===== config.mk =====
export PLATFORM = sky130hd
export DESIGN_NAME = gf_mul_const_pipe
export DESIGN_NICKNAME = d
export VERILOG_FILES = /design/src/rtl/aes_gf_pkg.sv /design/src/rtl/gf_pipe_stage.sv /design/src/rtl/gf_mul_const_pipe.sv
export SDC_FILE = /design/constraint.sdc
export NUM_CORES = 1
export LEC_CHECK = 0
export CORE_ASPECT_RATIO = 1.25
export CORE_MARGIN = 2
export CORE_UTILIZATION = 45
export CTS_CLUSTER_DIAMETER = 60
export DETAILED_ROUTE_END_ITERATION = 10
export PLACE_DENSITY_LB_ADDON = 0.1
export SETUP_SLACK_MARGIN = 0.1
export SLEW_MARGIN = 20
export SYNTH_ARGS = -nofsm -noshare
export SYNTH_HDL_FRONTEND = slang
export SYNTH_SLANG_ARGS = --single-unit

===== constraint.sdc =====
create_clock -name clk -period 1.9 [get_ports clk]
set_input_delay 0.19 -clock clk [delete_from_list [all_inputs] [get_ports clk]]
set_output_delay 0.19 -clock clk [all_outputs]
set_load 0.02 [all_outputs]

===== src/rtl/aes_gf_pkg.sv =====
// Shared GF(2^8) definitions for the AES round datapath: byte width,
// reduction constant, coefficient-select encoding and the xtime primitive.
package aes_gf_pkg;

    localparam int         BYTE_SIZE = 8;
    localparam logic [7:0] IR        = 8'h1B;

    typedef enum logic [2:0] {
        MODE_01   = 3'd0,
        MODE_02   = 3'd1,
        MODE_03   = 3'd2,
        MODE_09   = 3'd3,
        MODE_0B   = 3'd4,
        MODE_0D   = 3'd5,
        MODE_0E   = 3'd6,
        MODE_RSVD = 3'd7
    } gf_mode_e;

    // Multiply by x (02) in GF(2^8), folding the overflowed MSB back in via ir.
    function automatic logic [7:0] xtime(input logic [7:0] b, input logic [7:0] ir);
        return {b[6:0], 1'b0} ^ (b[7] ? ir : 8'h00);
    endfunction

endpackage


===== src/rtl/gf_pipe_stage.sv =====
// Generic valid/ready register slice: accepts a beat when empty or when the
// held beat is leaving in the same cycle, so a chain of slices runs at full rate.
module gf_pipe_stage #(
    parameter int DATA_WIDTH = 8
) (
    input  logic                  clk,
    input  logic                  rst_n,
    input  logic                  in_valid,
    output logic                  in_ready,
    input  logic [DATA_WIDTH-1:0] in_data,
    output logic                  out_valid,
    input  logic                  out_ready,
    output logic [DATA_WIDTH-1:0] out_data
);

    logic                  valid_q;
    logic [DATA_WIDTH-1:0] data_q;

    assign in_ready = !valid_q || out_ready;

    // NOTE: state updates use non-blocking assignments so every stage samples
    // its neighbour's pre-edge value and the chain shifts as one register file.
    always_ff @(posedge clk) begin
        if (!rst_n) begin
            valid_q <= 1'b0;
            // NOTE: the payload is reset too, because the block's outputs must
            // read all-zero after reset, not just be marked invalid.
            data_q  <= '0;
        end else begin
            if (in_ready) begin
                valid_q <= in_valid;
            end
            if (in_valid && in_ready) begin
                data_q <= in_data;
            end
        end
    end

    assign out_valid = valid_q;
    assign out_data  = data_q;

endmodule


===== src/rtl/gf_mul_const_pipe.sv =====
// Multi-lane 3-stage GF(2^8) multiply-by-constant unit for (Inv)MixColumns.
// Define GF_MUL_INV_EN to build the InvMixColumns coefficients 09/0B/0D/0E.
module gf_mul_const_pipe #(
    parameter int         BYTE_SIZE = aes_gf_pkg::BYTE_SIZE,
    parameter int         LANES     = 4,
    parameter logic [7:0] IR        = aes_gf_pkg::IR
) (
    input  logic                         clk,
    input  logic                         rst_n,
    input  logic                         in_valid,
    output logic                         in_ready,
    input  logic [2:0]                   in_mode,
    input  logic [LANES*BYTE_SIZE-1:0]   in_data,
    output logic                         out_valid,
    input  logic                         out_ready,
    output logic [LANES*BYTE_SIZE-1:0]   out_data,
    output logic [2:0]                   out_mode,
    output logic                         mode_err
);

    import aes_gf_pkg::*;

    localparam int W  = LANES * BYTE_SIZE;
    localparam int MW = 3;
`ifdef GF_MUL_INV_EN
    localparam int S2_TERMS = 3;
`else
    // Only 01/02/03 are built, so x4 has no consumer and is not carried.
    localparam int S2_TERMS = 2;
`endif
    localparam int S1_W = MW + 2 * W;
    localparam int S2_W = MW + S2_TERMS * W;
    localparam int S3_W = MW + 1 + W;

    function automatic logic [W-1:0] xtime_lanes(input logic [W-1:0] v);
        logic [W-1:0] r;
        r = '0;
        for (int i = 0; i < LANES; i++) begin
            r[i*BYTE_SIZE +: BYTE_SIZE] = xtime(v[i*BYTE_SIZE +: BYTE_SIZE], IR);
        end
        return r;
    endfunction

    logic            v1, v2;
    logic            r2, r3;
    logic [S1_W-1:0] s1_d, s1_q;
    logic [S2_W-1:0] s2_d, s2_q;
    logic [S3_W-1:0] s3_d, s3_q;

    logic [2:0]      s1_mode, s2_mode;
    logic [W-1:0]    s1_a, s1_x2;
    logic [W-1:0]    s2_a, s2_x2;
    logic [W-1:0]    prod;
    logic            err;

    // Stage 1: operand and its first doubling.
    assign s1_d = {in_mode, in_data, xtime_lanes(in_data)};

    gf_pipe_stage #(.DATA_WIDTH(S1_W)) u_s1 (
        .clk       (clk),
        .rst_n     (rst_n),
        .in_valid  (in_valid),
        .in_ready  (in_ready),
        .in_data   (s1_d),
        .out_valid (v1),
        .out_ready (r2),
        .out_data  (s1_q)
    );

    assign {s1_mode, s1_a, s1_x2} = s1_q;

`ifdef GF_MUL_INV_EN
    logic [W-1:0] s1_x4, s2_x4, s2_x8;

    assign s1_x4 = xtime_lanes(s1_x2);
    assign s2_d  = {s1_mode, s1_a, s1_x2, s1_x4};
    assign {s2_mode, s2_a, s2_x2, s2_x4} = s2_q;
    assign s2_x8 = xtime_lanes(s2_x4);
`else
    assign s2_d  = {s1_mode, s1_a, s1_x2};
    assign {s2_mode, s2_a, s2_x2} = s2_q;
`endif

    gf_pipe_stage #(.DATA_WIDTH(S2_W)) u_s2 (
        .clk       (clk),
        .rst_n     (rst_n),
        .in_valid  (v1),
        .in_ready  (r2),
        .in_data   (s2_d),
        .out_valid (v2),
        .out_ready (r3),
        .out_data  (s2_q)
    );

    // Whole-vector XOR is lane-local, so lanes never interact.
    always_comb begin
        // NOTE: defaults first so no path through the case leaves a variable
        // unassigned, which would otherwise infer a latch.
        prod = '0;
        err  = 1'b0;
        case (gf_mode_e'(s2_mode))
            MODE_01: prod = s2_a;
            MODE_02: prod = s2_x2;
            MODE_03: prod = s2_a ^ s2_x2;
`ifdef GF_MUL_INV_EN
            MODE_09: prod = s2_x8 ^ s2_a;
            MODE_0B: prod = s2_x8 ^ s2_x2 ^ s2_a;
            MODE_0D: prod = s2_x8 ^ s2_x4 ^ s2_a;
            MODE_0E: prod = s2_x8 ^ s2_x4 ^ s2_x2;
`endif
            default: err = 1'b1;
        endcase
    end

    assign s3_d = {s2_mode, err, prod};

    gf_pipe_stage #(.DATA_WIDTH(S3_W)) u_s3 (
        .clk       (clk),
        .rst_n     (rst_n),
        .in_valid  (v2),
        .in_ready  (r3),
        .in_data   (s3_d),
        .out_valid (out_valid),
        .out_ready (out_ready),
        .out_data  (s3_q)
    );

    assign {out_mode, mode_err, out_data} = s3_q;

endmodule


==> impl_metrics.toml <==
[grt]
antenna_found_initial = 0
grt_pass1_vias = 4537
grt_pass1_wl_um = 22700
grt-ovfl-total = 0
grt_max_degree = 61
grt.total_usage_pct = 19.3

[die]
core-area_sq_mm = 0.0138
dieArea_sq_mm = 0.0151
initial_core_util_pct = 46.0
ioPinCount = 77
die_h_um = 137
dieWidth_um = 110
row_count = 48

[timing]
tns_ns = 0
relSlewSlack_pct = 69.3
finalHoldViolCount = 0
max_freq_mhz = 590
tightest_slew_ns = 0.460
rsz0062_at_grt = "false"
finalCriticalPeriod_ns = 1.70
finalMaxSlewViolations = 0
fin_skew_ns = 0.00631
period_share_pct = 89.2
fin_ws_ns = 0.205
setup_viol = 0

[clock_network]
htree_num_levels = 4
clk_path_buf_depth = 2
cts_sinks = 133
root_buffer = "clkbuf_16"
clk_pin_slew_ns = 0.06
clkLatencyLatePin_ns = 0.41
cts-buffers-inserted = 17
ctsHoldBuffers = 0
tritoncts = "yes"

[synthesis]
async_reset_ff_share_pct = 0
synth_seq_area_share_pct = 41.9
synth_cell_types = 37
synth.avg_cell_area_sq_um = 9.43
synth_fp_nets = 712
syn-cell-area_sq_mm = 0.00635
ys_seq_elements = 133
synth_compound_area_share_pct = 22.3
synthCells = 673
synthFlopType = "dfxtp_1"
synth_mux_area_share_pct = 8.04
synth_fa_ha_area_share_pct = 0
synth_top_family_by_area = "compound AO/OA/AOI/OAI gates"
synth-edff-count = 0
ys_warn_count = 0
yosys.area_share.xor_xnor_pct = 1.66
yosys.area_share.simple_pct = 18.0

[power]
p_int_uw = 4830
power.total_uw = 6360
powerDensity_mw_per_mm2 = 841
p_sw_uw = 1530
switching_share_pct = 24.0
p_leak_uw = 0.00251
power_frac_comb_pct = 8.7
seqPwrFrac_pct = 46.8
p_clk_share_pct = 44.5
ir_drop_uv = 450

[worst_setup_path]
crit_family = "buffers and inverters"
rrSetupSlack_ns = 0.32
path_depth = 1
slowest_stage = "clkdlybuf4s50_1"
r2r_cells = 4
crit_start = "u_s3.out_valid"
startpoint_type = "register"
cp-endpoint = "out_valid"
timing_worst_setup_path_type = "reg -> out"
r2r-start = "u_s2.out_data[65]"
slowest_delay_ns = 0.65
crit_chain = "clkdlybuf4s50_1"
r2r_end = "u_s3.out_data[19]"
cp.required_ns = 1.71
cp_num_buf_inv = 1
crit_fanout = 6
crit_path_end_kind = "output pin"
cp.arrival_ns = 1.51

[outcome]
status = "finished, final reports clean"

[place]
postPlaceCellArea_sq_mm = 0.00706
place_congestion = 0.776
place.detailed.hpwl_um = 9730
io_buffers = 76
dp_slack_ns = 0.142

[detailed_routing]
drc = 0
vias = 5037
via_per_inst = 5.55
first_iter_violations = 145
wl_per_cell_um = 15.5
drt_pass1_iterations = 5
drt_wl_total_um = 14100
ant_nets = 0

[final_layout]
syn_to_final_growth_pct = 19.2
diodes = 0
fin_area_sq_mm = 0.00757
nets = 760
drive_gt1_share_pct = 10.1

[hold_path]
hold_class = "in -> reg"

[flow_run]
max_cap_violations = 0
==> sequential cells by signal, summed over array words and instances, names as in the netlist <==
name	count
u_s1.out_data	47
u_s1.out_valid	1
u_s2.out_data	47
u_s2.out_valid	1
u_s3.out_data	36
u_s3.out_valid	1
==> cell type report <==
cell class / instances / area, sq um
Multi-Input combinational cell: 466 / 3170
Sequential cell: 133 / 2660
Tap cell: 175 / 219
Inverter: 4 / 15.0
Fill cell: 1329 / 6250
Timing Repair Buffer: 99 / 990
Clock buffer: 21 / 450
Clock inverter: 10 / 60.1
==> cell usage in the layout (no fill, tap or decap), types with 2 or more instances in the layout <==
cell type	netlist	routed
nand2_1	54	54
nand4_1	16	16
or2b_1	30	30
o221ai_1	32	32
mux2i_1	51	51
buf_4	5	18
nand3_1	50	50
a21oi_1	67	67
dfxtp_1	133	132
a211oi_2	12	12
o21ai_0	61	61
xnor2_1	12	12
buf_12	2	5
or3b_1	28	28
clkdlybuf4s50_1	0	74
o21ai_1	5	5
nand4bb_1	4	4
clkinvlp_4	0	4
inv_1	3	2
clkinv_2	0	6
clkbuf_16	0	17
a22o_1	30	30
clkbuf_1	27	3
a22o_2	2	2
nand2b_1	4	4
inv_2	1	2
==> logic make-up after synthesis <==
kind of cell / Yosys count
compound gates: 212
xor+xnor: 12
buf+inv: 74
flops: 133
mux: 51
simple gates: 191
==> power groups by stage <==
stage                     Sequential, uW  Combinational (uW)  Clock (uW)
after global placement              3030                 544           0
after CTS                           2970                 558        2880
after global routing                2990                 609        3010
after floorplan                     3010                 390           0
after detailed placement            3030                 556           0
final                               2970                 555        2830
==> cells in the mapped netlist (2+ instances only) <==
| cell | n | area [sq um] |
|---|---|---|
| dfxtp_1 | 133 | 2660 |
| a21oi_1 | 67 | 335 |
| o21ai_0 | 61 | 305 |
| nand2_1 | 54 | 203 |
| mux2i_1 | 51 | 510 |
| nand3_1 | 50 | 250 |
| o221ai_1 | 32 | 280 |
| a22o_1 | 30 | 263 |
| or2b_1 | 30 | 225 |
| or3b_1 | 28 | 245 |
| clkbuf_1 | 27 | 101 |
| nand4_1 | 16 | 100 |
| buf_6 | 15 | 169 |
| a211oi_2 | 12 | 150 |
| xnor2_1 | 12 | 105 |
| buf_2 | 11 | 55.1 |
| buf_4 | 5 | 37.5 |
| o21ai_1 | 5 | 25.0 |
| buf_8 | 4 | 60.1 |
| nand2b_1 | 4 | 25.0 |
| nand4bb_1 | 4 | 45.0 |
| clkbuf_2 | 3 | 15.0 |
| inv_1 | 3 | 11.3 |
| a22o_2 | 2 | 20.0 |
| buf_12 | 2 | 40.0 |
==> worst min path at each step <==
stage | startpoint | cells past startpoint | end
3_5_place_dp | u_s1.out_data[64] | 2 | u_s1.out_data[64]
3_3_place_gp | u_s1.out_data[37] | 2 | u_s1.out_data[37]
4_1_cts | in_data[14] | 3 | u_s1.out_data[46]
5_1_grt | in_data[14] | 3 | u_s1.out_data[46]
2_1_floorplan | in_data[1] | 2 | u_s1.out_data[33]
6_report | in_data[14] | 3 | u_s1.out_data[46]
==> metal layers <==
| layer | up-vias | global-route usage, % | part of all wire, % |
|---|---|---|---|
| li1 | 2576 | - | - |
| met1 | 2348 | 28.6 | 51 |
| met2 | 104 | 27.8 | 44 |
| met3 | 9 | 4.48 | 4.1 |
| met4 | 0 | 5.63 | 0.84 |
| met5 | - | 0 | 0 |
==> what timing repair did <==
item                       in CTS  in global routing
buffers inserted                0                  0
setup endpoints to repair       1                  0
resized for setup               1                  0
==> metrics by stage <==
| stage | hold slack [ns] | utilization, % | instances |
|---|---|---|---|
| after floorplan | 0.332 | - | 673 |
| after global placement | 0.445 | 51.1 | 877 |
| after detailed placement | 0.450 | 51.1 | 877 |
| after CTS | 0.312 | 54.8 | 908 |
| after global routing | 0.316 | 54.8 | 908 |
| final | 0.329 | 54.8 | 908 |
No activity file was read; power rests on OpenSTA's default activity.
